## config.mk

```make
export PLATFORM = sky130hd
export DESIGN_NAME = player_move_scheduler
export DESIGN_NICKNAME = d
export VERILOG_FILES = /design/src/rtl/player_move_scheduler.sv
export SDC_FILE = /design/constraint.sdc
export NUM_CORES = 1
export LEC_CHECK = 0
export ABC_AREA = 1
export BUFFER_PORTS_ARGS = -buffer_cell sky130_fd_sc_hd__buf_2
export CAP_MARGIN = 20
export CORE_UTILIZATION = 59
export DETAILED_ROUTE_END_ITERATION = 12
export MAX_ROUTING_LAYER = met4
export PLACE_DENSITY = 0.91
export SYNTH_ARGS = -nofsm -noshare
export SYNTH_HDL_FRONTEND = slang
export SYNTH_SLANG_ARGS = --single-unit
```

## constraint.sdc

```tcl
create_clock -name clock -period 2.3 [get_ports clock]
set_input_delay 0.46 -clock clock [delete_from_list [all_inputs] [get_ports clock]]
set_output_delay 0.46 -clock clock [all_outputs]
set_load 0.05 [all_outputs]
```

## src/rtl/player_move_scheduler.sv

```systemverilog
// player_move_scheduler
// Queues one-cycle movement pulses from the key decoder and executes at most
// one command per game tick. Forward/backward moves ask the wall memory about
// the target cell over a req/ack handshake before updating the position.
// Owns the player grid position and heading that feed the renderer.
//
// Build option: define PLAYER_SCHED_TIMEOUT_EN to give up on a wall lookup
// after 256 cycles without wall_ack (the move then completes as blocked).
// Without it the lookup waits indefinitely.
//
// State table
//   state       | meaning
//   S_IDLE      | waiting for a pending tick with a queued command
//   S_DECODE    | popped command: rotate, refuse at grid edge, or start lookup
//   S_WALL_WAIT | wall_req held high until wall_ack (or timeout when enabled)

module player_move_scheduler #(
    parameter int X_BITS     = 4,
    parameter int Y_BITS     = 4,
    parameter int START_X    = 0,
    parameter int START_Y    = 0,
    parameter int TICK_DIV   = 833333,
    parameter int FIFO_DEPTH = 4
) (
    input  logic              clock,
    input  logic              resetn,
    input  logic              forward,
    input  logic              backward,
    input  logic              rotateA,
    input  logic              rotateD,
    output logic              wall_req,
    output logic [X_BITS-1:0] wall_x,
    output logic [Y_BITS-1:0] wall_y,
    input  logic              wall_ack,
    input  logic              wall_blocked,
    output logic [X_BITS-1:0] pos_x,
    output logic [Y_BITS-1:0] pos_y,
    output logic [1:0]        heading,
    output logic              move_done,
    output logic              move_blocked,
    output logic              cmd_dropped,
    output logic              busy
);

    localparam int PTR_W  = (FIFO_DEPTH > 1) ? $clog2(FIFO_DEPTH) : 1;
    localparam int CNT_W  = PTR_W + 1;
    localparam int TICK_W = (TICK_DIV > 1) ? $clog2(TICK_DIV) : 1;

    localparam logic [1:0] CMD_FWD  = 2'd0;
    localparam logic [1:0] CMD_BWD  = 2'd1;
    localparam logic [1:0] CMD_ROTA = 2'd2;
    localparam logic [1:0] CMD_ROTD = 2'd3;

    typedef enum logic [1:0] {
        S_IDLE      = 2'd0,
        S_DECODE    = 2'd1,
        S_WALL_WAIT = 2'd2
    } state_t;

    state_t state;

    // command FIFO
    logic [1:0]       fifo_mem [FIFO_DEPTH];
    logic [PTR_W-1:0] wr_ptr;
    logic [PTR_W-1:0] rd_ptr;
    logic [CNT_W-1:0] fifo_count;

    logic       cmd_valid;
    logic [1:0] cmd_code;
    logic       fifo_full;
    logic       push;
    logic       pop;

    // tick generation
    logic [TICK_W-1:0] tick_count;
    logic              tick_wrap;
    logic              tick_pending;

    // command being executed
    logic [1:0]        cur_cmd;
    logic [1:0]        move_dir;
    logic [X_BITS-1:0] tgt_x;
    logic [Y_BITS-1:0] tgt_y;
    logic              tgt_outside;

`ifdef PLAYER_SCHED_TIMEOUT_EN
    logic [7:0] timeout_count;
`endif

    // Input priority encoder: only the highest-priority pulse of a cycle survives.
    always_comb begin
        cmd_valid = forward | backward | rotateA | rotateD;
        cmd_code  = CMD_ROTD;
        if (forward) begin
            cmd_code = CMD_FWD;
        end else if (backward) begin
            cmd_code = CMD_BWD;
        end else if (rotateA) begin
            cmd_code = CMD_ROTA;
        end
    end

    // Fullness is judged before any same-cycle pop, so a pop never frees room
    // for the command arriving in that cycle.
    assign fifo_full = (fifo_count == CNT_W'(FIFO_DEPTH));
    assign push      = cmd_valid && !fifo_full;
    assign pop       = (state == S_IDLE) && tick_pending && (fifo_count != '0);
    assign tick_wrap = (tick_count == TICK_W'(TICK_DIV - 1));

    // FIFO storage; contents need no reset because the pointers are cleared.
    always_ff @(posedge clock) begin
        if (push) begin
            fifo_mem[wr_ptr] <= cmd_code;
        end
    end

    // FIFO pointers, occupancy and the drop indication.
    always_ff @(posedge clock) begin
        if (!resetn) begin
            wr_ptr      <= '0;
            rd_ptr      <= '0;
            fifo_count  <= '0;
            cmd_dropped <= 1'b0;
        end else begin
            cmd_dropped <= cmd_valid && fifo_full;
            if (push) begin
                wr_ptr <= wr_ptr + PTR_W'(1);
            end
            if (pop) begin
                rd_ptr <= rd_ptr + PTR_W'(1);
            end
            case ({push, pop})
                2'b10:   fifo_count <= fifo_count + CNT_W'(1);
                2'b01:   fifo_count <= fifo_count - CNT_W'(1);
                default: fifo_count <= fifo_count;
            endcase
        end
    end

    // Game tick counter; a wrap latches one pending tick, extra wraps are lost.
    // A wrap on the same edge as a pop re-arms the tick rather than losing it.
    always_ff @(posedge clock) begin
        if (!resetn) begin
            tick_count   <= '0;
            tick_pending <= 1'b0;
        end else begin
            if (tick_wrap) begin
                tick_count <= '0;
            end else begin
                tick_count <= tick_count + TICK_W'(1);
            end
            if (tick_wrap) begin
                tick_pending <= 1'b1;
            end else if (pop) begin
                tick_pending <= 1'b0;
            end
        end
    end

    // Target cell of the decoded move; edges of the grid do not wrap.
    always_comb begin
        move_dir    = (cur_cmd == CMD_BWD) ? (heading + 2'd2) : heading;
        tgt_x       = pos_x;
        tgt_y       = pos_y;
        tgt_outside = 1'b0;
        case (move_dir)
            2'd0: begin
                if (pos_y == '0) tgt_outside = 1'b1;
                else             tgt_y = pos_y - Y_BITS'(1);
            end
            2'd1: begin
                if (pos_x == '1) tgt_outside = 1'b1;
                else             tgt_x = pos_x + X_BITS'(1);
            end
            2'd2: begin
                if (pos_y == '1) tgt_outside = 1'b1;
                else             tgt_y = pos_y + Y_BITS'(1);
            end
            default: begin
                if (pos_x == '0) tgt_outside = 1'b1;
                else             tgt_x = pos_x - X_BITS'(1);
            end
        endcase
    end

    // Command sequencer with registered outputs.
    always_ff @(posedge clock) begin
        if (!resetn) begin
            state        <= S_IDLE;
            busy         <= 1'b0;
            cur_cmd      <= CMD_FWD;
            pos_x        <= X_BITS'(START_X);
            pos_y        <= Y_BITS'(START_Y);
            heading      <= 2'd0;
            wall_req     <= 1'b0;
            wall_x       <= '0;
            wall_y       <= '0;
            move_done    <= 1'b0;
            move_blocked <= 1'b0;
`ifdef PLAYER_SCHED_TIMEOUT_EN
            timeout_count <= '0;
`endif
        end else begin
            move_done    <= 1'b0;
            move_blocked <= 1'b0;
            case (state)
                S_IDLE: begin
                    if (pop) begin
                        cur_cmd <= fifo_mem[rd_ptr];
                        state   <= S_DECODE;
                        busy    <= 1'b1;
                    end
                end
                S_DECODE: begin
                    if (cur_cmd == CMD_ROTA) begin
                        heading   <= heading - 2'd1;
                        move_done <= 1'b1;
                        state     <= S_IDLE;
                        busy      <= 1'b0;
                    end else if (cur_cmd == CMD_ROTD) begin
                        heading   <= heading + 2'd1;
                        move_done <= 1'b1;
                        state     <= S_IDLE;
                        busy      <= 1'b0;
                    end else if (tgt_outside) begin
                        move_done    <= 1'b1;
                        move_blocked <= 1'b1;
                        state        <= S_IDLE;
                        busy         <= 1'b0;
                    end else begin
                        wall_x   <= tgt_x;
                        wall_y   <= tgt_y;
                        wall_req <= 1'b1;
                        state    <= S_WALL_WAIT;
`ifdef PLAYER_SCHED_TIMEOUT_EN
                        timeout_count <= '0;
`endif
                    end
                end
                S_WALL_WAIT: begin
                    if (wall_ack) begin
                        wall_req     <= 1'b0;
                        move_done    <= 1'b1;
                        move_blocked <= wall_blocked;
                        if (!wall_blocked) begin
                            pos_x <= wall_x;
                            pos_y <= wall_y;
                        end
                        state <= S_IDLE;
                        busy  <= 1'b0;
                    end
`ifdef PLAYER_SCHED_TIMEOUT_EN
                    else if (timeout_count == 8'hFF) begin
                        wall_req     <= 1'b0;
                        move_done    <= 1'b1;
                        move_blocked <= 1'b1;
                        state        <= S_IDLE;
                        busy         <= 1'b0;
                    end else begin
                        timeout_count <= timeout_count + 8'd1;
                    end
`endif
                end
                default: begin
                    state    <= S_IDLE;
                    busy     <= 1'b0;
                    wall_req <= 1'b0;
                end
            endcase
        end
    end

endmodule

```

After elaboration in Yosys (flattened, before gate mapping)
Memory sizes are Yosys's and may differ from the RTL's. A register that Yosys moved wholly into a read port is not among the register bits.
Cells that the tools add are included.

word-level totals
  register bits after elaboration = 53
  memory bits (writable) = 8
  input bits = 8
  memories kept = 1

operators by class
  add/subtract/negate cells = 12
  eq/ne operators = 19
  multiplexer cells = 47
  bitwise gates (word level) = 9
  reductions and logical operators = 23

memory list
  name      depth  width  read ports  clocked after Yosys merged registers in  wr ports  line  RTL
  fifo_mem  4      2      1           1                                        1         63    logic [1:0] fifo_mem [FIFO_DEPTH];

operator list
  cell                     number
  $mux W1                  24
  $add A20 B1 Y20 const B  1
  $eq A20 B20 Y1 const B   1
  $mux W2                  10
  $mux W4                  4
  $pmux W4 S2              2
  $eq A2 B2 Y1 const B     5
  $ne A2 B2 Y1 const B     5
  $pmux W1 S3              3
  $add A4 B1 Y4 const B    2
  $eq A2 B1 Y1 const B     4
  $eq A4 B4 Y1 const B     2
  $logic_not A4 Y1         2
  $sub A4 B1 Y4 const B    2
  $add A2 B1 Y2 const B    3
  $not A1 Y1               6
  $pmux W2 S3              1
  $pmux W3 S2              1
  $reduce_and A2 Y1        3
  $reduce_and A3 Y1        2
  $reduce_bool A2 Y1       3
  $reduce_and A5 Y1        1
  $logic_and A1 B1 Y1      4
  $logic_not A2 Y1         2
  12 further kinds         17

Depth between registers and ports, before layout
Gate-level depths: netlist (run 1).

  depth after elaboration = 8
  depth in mapped cells = 13
  gate-level depth less buffers = 12

Worst setup path after synthesis (run 1)
Ideal clock, no wire load.

  path kind = input-to-reg
  from = input port forward
  to = register fifo_count[2]
  library setup time = 122 ps
  data arrival time = 2014 ps
  data required time = 2178 ps
  setup slack = 164 ps
  stages = 10
  path buffers = 0
  cells stage by stage = nor4_1 -> inv_1 -> nand2_1 -> ha_1 -> inv_1 -> fa_1 -> a21oi_1 -> o21ai_0 -> o21ai_0 -> a21oi_1

on the way
  word-level cells in the longest chain between the ends = 6

ends and longest elaborated chain
  what                                               line  RTL
  start: declaration                                 27    input logic forward,
  $or A1 B1 Y1 * (3 in series)                       92    cmd_valid = forward | backward | rotateA | rotateD;
  $logic_and A1 B1 Y1 *                              106   assign push = cmd_valid && !fifo_full;
  $eq A2 B1 Y1 or $eq A2 B2 Y1 (tied branches)       132   case ({push, pop})
  $pmux W3 S2 or $reduce_bool A2 Y1 (tied branches)  -
  end signal: assignment                             133   2'b10: fifo_count <= fifo_count + CNT_W'(1);
  end signal: assignment                             134   2'b01: fifo_count <= fifo_count - CNT_W'(1);
  end signal: assignment                             135   default: fifo_count <= fifo_count;
  end: declaration                                   66    logic [CNT_W-1:0] fifo_count;

Mark *: on every way between the ends. The rest lies on a longest branch, timed or not.
A chain may end at the register's enable or synchronous reset.

Worst setup path in the final report (run 1)
  from = register state[1]
  to = register fifo_count[2]

on the way
  word-level cells in the longest chain between the ends = 5

ends and longest elaborated chain
  what                                               line  RTL
  start: declaration                                 60    state_t state;
  start signal: assignment                           189   state <= S_IDLE;
  start signal: assignment                           210   state <= S_DECODE;
  start signal: assignment                           218   state <= S_IDLE;
  $logic_not A2 Y1 *                                 107   assign pop = (state == S_IDLE) && tick_pending && (fifo_count != '0);
  $logic_and A1 B1 Y1 * (2 in series)                107
  named net pop                                      72    logic pop;
  $eq A2 B1 Y1 or $eq A2 B2 Y1 (tied branches)       132
  $pmux W3 S2 or $reduce_bool A2 Y1 (tied branches)  -

The timed path passes the listed nets; every way through them passes the cells marked *.

==> impl_metrics.yaml, run 1 <==
worst_hold_path:
  worst_hold_path_type: "in -> reg"
  hold_path.startpoint: "wall_blocked"
logic_synthesis:
  async_reset_ff_frac: 0
  synth.top_cell.area_share: 0.338
  synth_area_mm2: 0.00326
  yosysSeqAreaShare: 0.412
  ys_warn_count: 0
  syn_nets: 455
  netlist.top_cell.by_area: "dfxtp_1"
  yosys.cell_types.count: 37
  synth_common_cells: "inv_1, nand2_1, dfxtp_1"
  synth_flop_cell: "dfxtp_1"
  synth_area_leaders: "dfxtp_1, edfxtp_1, inv_1"
  synth_seq_cells: 63
  syn_avg_cell_area_um2: 7.57
  syn_inst: 430
  synth_edf_count: 8
sta:
  maxSlewViolCount: 0
  rsz0062_at_grt: "false"
  finalHoldViolCount: 0
  worst_pin_slew_ns: 0.402
  fmaxAchievable_ghz: 0.477
  maxSlewHeadroom: 0.730
  fin_ws_ns: 0.205
  timing.hold.ws_ns: 0.410
  period_needed_ns: 2.10
  finalCritPeriodShare: 0.911
  finalSetupViolCount: 0
  final.setup.tns_ns: 0
  finClkSkew_ns: 0.00658
worst_setup_path:
  worstReg2RegEnd: "fifo_count[2]$_SDFFE_PN0P_"
  crit_path_max_fanout: 5
  critPathArrivalTime_ns: 2.31
  end_kind: "flop"
  r2r-start: "state[1]$_SDFFE_PN0P_"
  r2r_slack_ns: 0.20
  setup.worst_path.end: "fifo_count[2]$_SDFFE_PN0P_"
  start_kind: "flop"
  r2r_cells: 11
  worstSetupStartpoint: "state[1]$_SDFFE_PN0P_"
  critPathRequiredTime_ns: 2.52
  crit_type: "reg -> reg"
cts:
  cts_root_buf: "clkbuf_8"
  clk_pin_slew_ns: 0.07
  tritoncts: "done"
  post_cts_buffers: 0
  cts_hold_buffers: 0
  cts_sinks: 63
  insertion_delay_ns: 0.33
  htreeDepth: 3
  clk_path_buf_depth: 2
  cts_buffers: 9
route:
  vias: 2949
  drt_iter0_drc: 232
  antenna_left: 0
  wire_per_inst_um: 12.1
  vias_per_cell: 5.45
  routed_wl_um: 6550
  first_pass_iters: 5
  drc: 0
pwr:
  comb_power_share: 0.257
  clkPwrFrac: 0.284
  p_seq_frac: 0.460
  netSwitchingPower_mw: 0.957
  power.leakage_nw: 1.53
  peakVddDrop_uv: 427
  powerDensity_mw_per_mm2: 761
  switching_share: 0.346
  p_int_mw: 1.81
  p_total_mw: 2.77
place:
  post-place-ws_ns: 0.0424
  dp.cells: 525
  place.gp.congestion: 0.919
  hpwl_um: 4730
  portBuffers: 30
  place_area_mm2: 0.00348
cells_and_area:
  final_layout_size_suffix_gt1_frac: 0.159
  final_nets: 491
  n_antenna_cell: 0
  area_growth_pct: 11.6
  design_area_mm2: 0.00363
  fin_cells: 541
  finish.utilization: 0.698
  multi_input_area_mm2: 0.00163
  nFillCells: 416
  final-seq-area_mm2: 0.00134
floorplanning:
  io_pins: 31
  die_area_mm2: 0.00582
  die_w_um: 76.3
  core_mm2: 0.00520
  die-height_um: 76.3
  initial_utilization: 0.626
  rows: 26
global_route:
  antenna_found_initial: 0
  top_usage_layer: "met2"
  grt_pass1_vias: 2696
  grt_util_all_layers: 0.250
  grt_overflow: 0
  use_met1: 0.298
  met3_usage: 0.0419
  grt_max_degree: 29
  use_met2: 0.413
  grt_pass1_wl_um: 11500
flow_run:
  maxCapViolCount: 0
status:
  status: "finished, final reports clean"
cell usage in the layout, fill, tap and decap left out, types with 7 or more instances in the layout:
master / instances
nand2_1: 57
nor2_1: 44
clkbuf_8: 9
dfxtp_1: 55
ha_1: 15
inv_1: 57
xor2_1: 9
o21ai_0: 42
nand2_2: 7
nor2_2: 7
edfxtp_1: 8
a21oi_1: 42
buf_2: 30
nand3_1: 27
nor3_1: 9
timing repair:
action	in CTS	in global routing
endpoints found under the setup margin	0	1
resized for setup	0	1
hold endpoints to repair	0	0
worst max-delay path, cell delays in order, from the launching register on:
cell     delay (ns)
dfxtp_1        0.32
inv_1          0.11
ha_2           0.23
nand3_1        0.10
inv_1          0.14
ha_1           0.16
inv_1          0.06
fa_1           0.38
a21oi_1        0.15
o21ai_0        0.12
o21ai_0        0.15
a21oi_1        0.05
flip-flops by register name, summed over array words and instances, names as in the netlist:
register / flops
tick_count: 20
fifo_mem: 8
pos_x: 4
pos_y: 4
wall_x: 4
wall_y: 4
fifo_count: 3
cur_cmd: 2
heading: 2
rd_ptr: 2
state: 2
wr_ptr: 2
busy: 1
cmd_dropped: 1
move_blocked: 1
move_done: 1
tick_pending: 1
wall_req: 1
how the worst min path moves through the flow:
stage / endpoint / slack [ns] / cells after the start
5_1_grt: move_blocked$_SDFF_PN0_ / 0.41 / 3
6_report: move_blocked$_SDFF_PN0_ / 0.41 / 3
3_3_place_gp: fifo_count[0]$_SDFFE_PN0P_ / 0.44 / 1
4_1_cts: move_blocked$_SDFF_PN0_ / 0.40 / 3
2_1_floorplan: fifo_count[0]$_SDFFE_PN0P_ / 0.42 / 1
3_5_place_dp: fifo_count[0]$_SDFFE_PN0P_ / 0.46 / 1
power by group through the flow:
| stage | combinational (mW) | clock [mW] | sequential, mW |
|---|---|---|---|
| final | 0.710 | 0.785 | 1.27 |
| after global routing | 0.792 | 0.849 | 1.28 |
| after CTS | 0.703 | 0.799 | 1.27 |
| after detailed placement | 0.696 | 0 | 1.30 |
| after global placement | 0.671 | 0 | 1.29 |
| after floorplan | 0.407 | 0 | 1.44 |
kinds of logic (layout without fill, tap and decap cells):
logic type / after synthesis / count (layout) / synth area share
adder cells (fa/ha/maj): 17 / 17 / 0.0676
AO/OA/AOI/OAI: 96 / 96 / 0.155
buffers and inverters: 72 / 113 / 0.0876
AND/OR/NAND/NOR: 171 / 171 / 0.248
XOR/XNOR: 11 / 11 / 0.0296
flip-flops: 63 / 63 / 0.412
layer usage:
metal	up-vias	share of wire
met3	13	0.056
met1	1341	0.45
met4	0	0.017
li1	1494	-
met2	101	0.48
met5	-	0
cell type report:
cell class / count / area share
Clock buffer: 11 / 0.0361
Clock inverter: 5 / 0.00688
Inverter: 63 / 0.0651
Multi-Input combinational cell: 295 / 0.449
Sequential cell: 63 / 0.369
Tap cell: 70 / 0.0241
Timing Repair Buffer: 34 / 0.0496
Power figures use the tool's default switching activity.
==> run 2: changes to the inputs <==
GPL_TIMING_DRIVEN = 0   (was unset)
RECOVER_POWER = 25   (was unset)
==> impl_metrics.yaml, run 2 (same netlist as run 1, synthesis figures left out) <==
sta:
  worst_pin_slew_ns: 0.588
  maxSlewHeadroom: 0.608
  fin_ws_ns: 0.184
  finalSetupViolCount: 0
  finClkSkew_ns: 0.00588
  finalHoldViolCount: 0
  fmaxAchievable_ghz: 0.473
  timing.hold.ws_ns: 0.415
  period_needed_ns: 2.12
  finalCritPeriodShare: 0.920
  maxSlewViolCount: 0
  rsz0062_at_grt: "false"
  final.setup.tns_ns: 0
cts:
  insertion_delay_ns: 0.33
  cts_hold_buffers: 0
  cts_sinks: 63
  post_cts_buffers: 0
  tritoncts: "done"
  htreeDepth: 3
  cts_buffers: 9
  clk_pin_slew_ns: 0.07
  cts_root_buf: "clkbuf_8"
  clk_path_buf_depth: 2
place:
  place.gp.congestion: 0.884
  dp.cells: 530
  portBuffers: 30
  post-place-ws_ns: -0.164
  hpwl_um: 5100
global_route:
  grt_max_degree: 12
  grt_pass1_vias: 2742
  grt_pass1_wl_um: 12000
  antenna_found_initial: 0
  grt_util_all_layers: 0.265
  grt_overflow: 0
worst_setup_path:
  crit_slowest_cell: "fa_1"
  start_kind: "flop"
  critPathArrivalTime_ns: 2.34
  r2r_cells: 11
  slowest_delay_ns: 0.39
  crit_type: "reg -> reg"
  r2r_slack_ns: 0.18
  end_kind: "flop"
  critical_path.cell_chain: "inv_1 -> ha_2 -> nand3_4 -> inv_2 -> ha_1 -> inv_1 -> fa_1 -> a21oi_1 -> o21ai_0 -> o21ai_0 -> a21oi_1"
  r2r-start: "state[0]$_SDFFE_PN0P_"
  critPathRequiredTime_ns: 2.52
  worstReg2RegEnd: "fifo_count[2]$_SDFFE_PN0P_"
  crit_path_max_fanout: 6
  timing.critical_path.buf_inv: 3
  cp_top_family: "adder cells"
route:
  wire_per_inst_um: 12.8
  routed_wl_um: 7000
  vias: 2981
  first_pass_iters: 7
  drc: 0
  drt_iter0_drc: 245
  antenna_left: 0
  vias_per_cell: 5.46
floorplanning:
  io_pins: 31
  rows: 26
  core_mm2: 0.00520
  die_area_mm2: 0.00582
  initial_utilization: 0.626
  die_w_um: 76.3
  die-height_um: 76.3
cells_and_area:
  top_register: "tick_count"
  layout_common_cells: "inv_1, nand2_1, dfxtp_1"
  finish.utilization: 0.710
  fin_cells: 546
  largest_reg_flops: 20
  reg_top3: "tick_count: 20 flops, fifo_mem: 8 flops"
  nFillCells: 405
  final_nets: 496
  n_antenna_cell: 0
  area_growth_pct: 13.5
  final_layout_size_suffix_gt1_frac: 0.164
pwr:
  switching_share: 0.339
  peakVddDrop_uv: 570
  p_int_mw: 1.92
  power.leakage_nw: 1.55
  powerDensity_mw_per_mm2: 788
  p_seq_frac: 0.435
  clkPwrFrac: 0.311
  comb_power_share: 0.254
  netSwitchingPower_mw: 0.989
status:
  status: "finished, final reports clean"
worst_hold_path:
  worst_hold_path_type: "in -> reg"
  hold_path.startpoint: "rotateD"
  hold_depth: 3
  hold_end: "cmd_dropped$_SDFF_PN0_"
flow_run:
  maxCapViolCount: 0
[run 2: changes by cell type in the layout (fill, tap and decap cells not counted), moves of 2 or more]
| cell | previous run | this run |
|---|---|---|
| buf_2 | 30 | 28 |
| buf_4 | 4 | 1 |
| clkbuf_1 | 2 | 7 |
| clkbuf_2 | 0 | 2 |
[run 2: layout make-up]
| cell class | count | area, µm² | area share |
|---|---|---|---|
| clock buffers | 9 | 124 | 0.0335 |
| well taps | 70 | 87.6 | 0.0237 |
| plain buffers | 9 | 48.8 | 0.0132 |
| flip-flops and latches | 63 | 1340 | 0.363 |
| multi-input cells | 295 | 1650 | 0.446 |
| inverters | 63 | 236 | 0.0640 |
| repair buffers | 30 | 146 | 0.0396 |
| clock inverters | 7 | 63.8 | 0.0173 |
[run 2: how the worst max path moves through the flow]
stage | from | end | cells past startpoint
final | state[0]$_SDFFE_PN0P_ | fifo_count[2]$_SDFFE_PN0P_ | 11
after global routing | state[0]$_SDFFE_PN0P_ | fifo_count[2]$_SDFFE_PN0P_ | 11
after global placement | forward | fifo_count[2]$_SDFFE_PN0P_ | 11
after detailed placement | forward | fifo_count[2]$_SDFFE_PN0P_ | 11
after CTS | state[0]$_SDFFE_PN0P_ | fifo_count[2]$_SDFFE_PN0P_ | 11
after floorplan | forward | fifo_count[2]$_SDFFE_PN0P_ | 10
[run 2: power by group through the flow]
stage	Clock (mW)	Combinational (mW)	Sequential [mW]
5_1_grt	0.977	0.822	1.28
3_3_place_gp	0	0.686	1.29
4_1_cts	0.924	0.725	1.27
2_1_floorplan	0	0.407	1.44
6_report	0.905	0.741	1.27
3_5_place_dp	0	0.711	1.29
[run 2: layer usage]
metal	track usage	part of all wire	up-vias
met1	0.306	0.44	1372
met3	0.0635	0.049	14
met4	0.102	0.016	0
met5	-	0	-
li1	-	-	1496
met2	0.445	0.50	99
[run 2: tightest hold or removal path, cell delays in order]
cell    delay [ns]
buf_2         0.08
nor4_1        0.04
nor3_1        0.12
[run 2: stage by stage]
stage / power [mW] / instance area, µm²
global route: 3.08 / 3700
global placement: 1.97 / 3490
floorplan: 1.84 / 3260
finish: 2.91 / 3700
CTS: 2.92 / 3690
detailed placement: 2.00 / 3490
[run 2: timing repair]
action,4_1_cts,5_1_grt
endpoints found under the hold margin,0,0
gates resized for setup,1,4
endpoints found under the setup margin,1,1
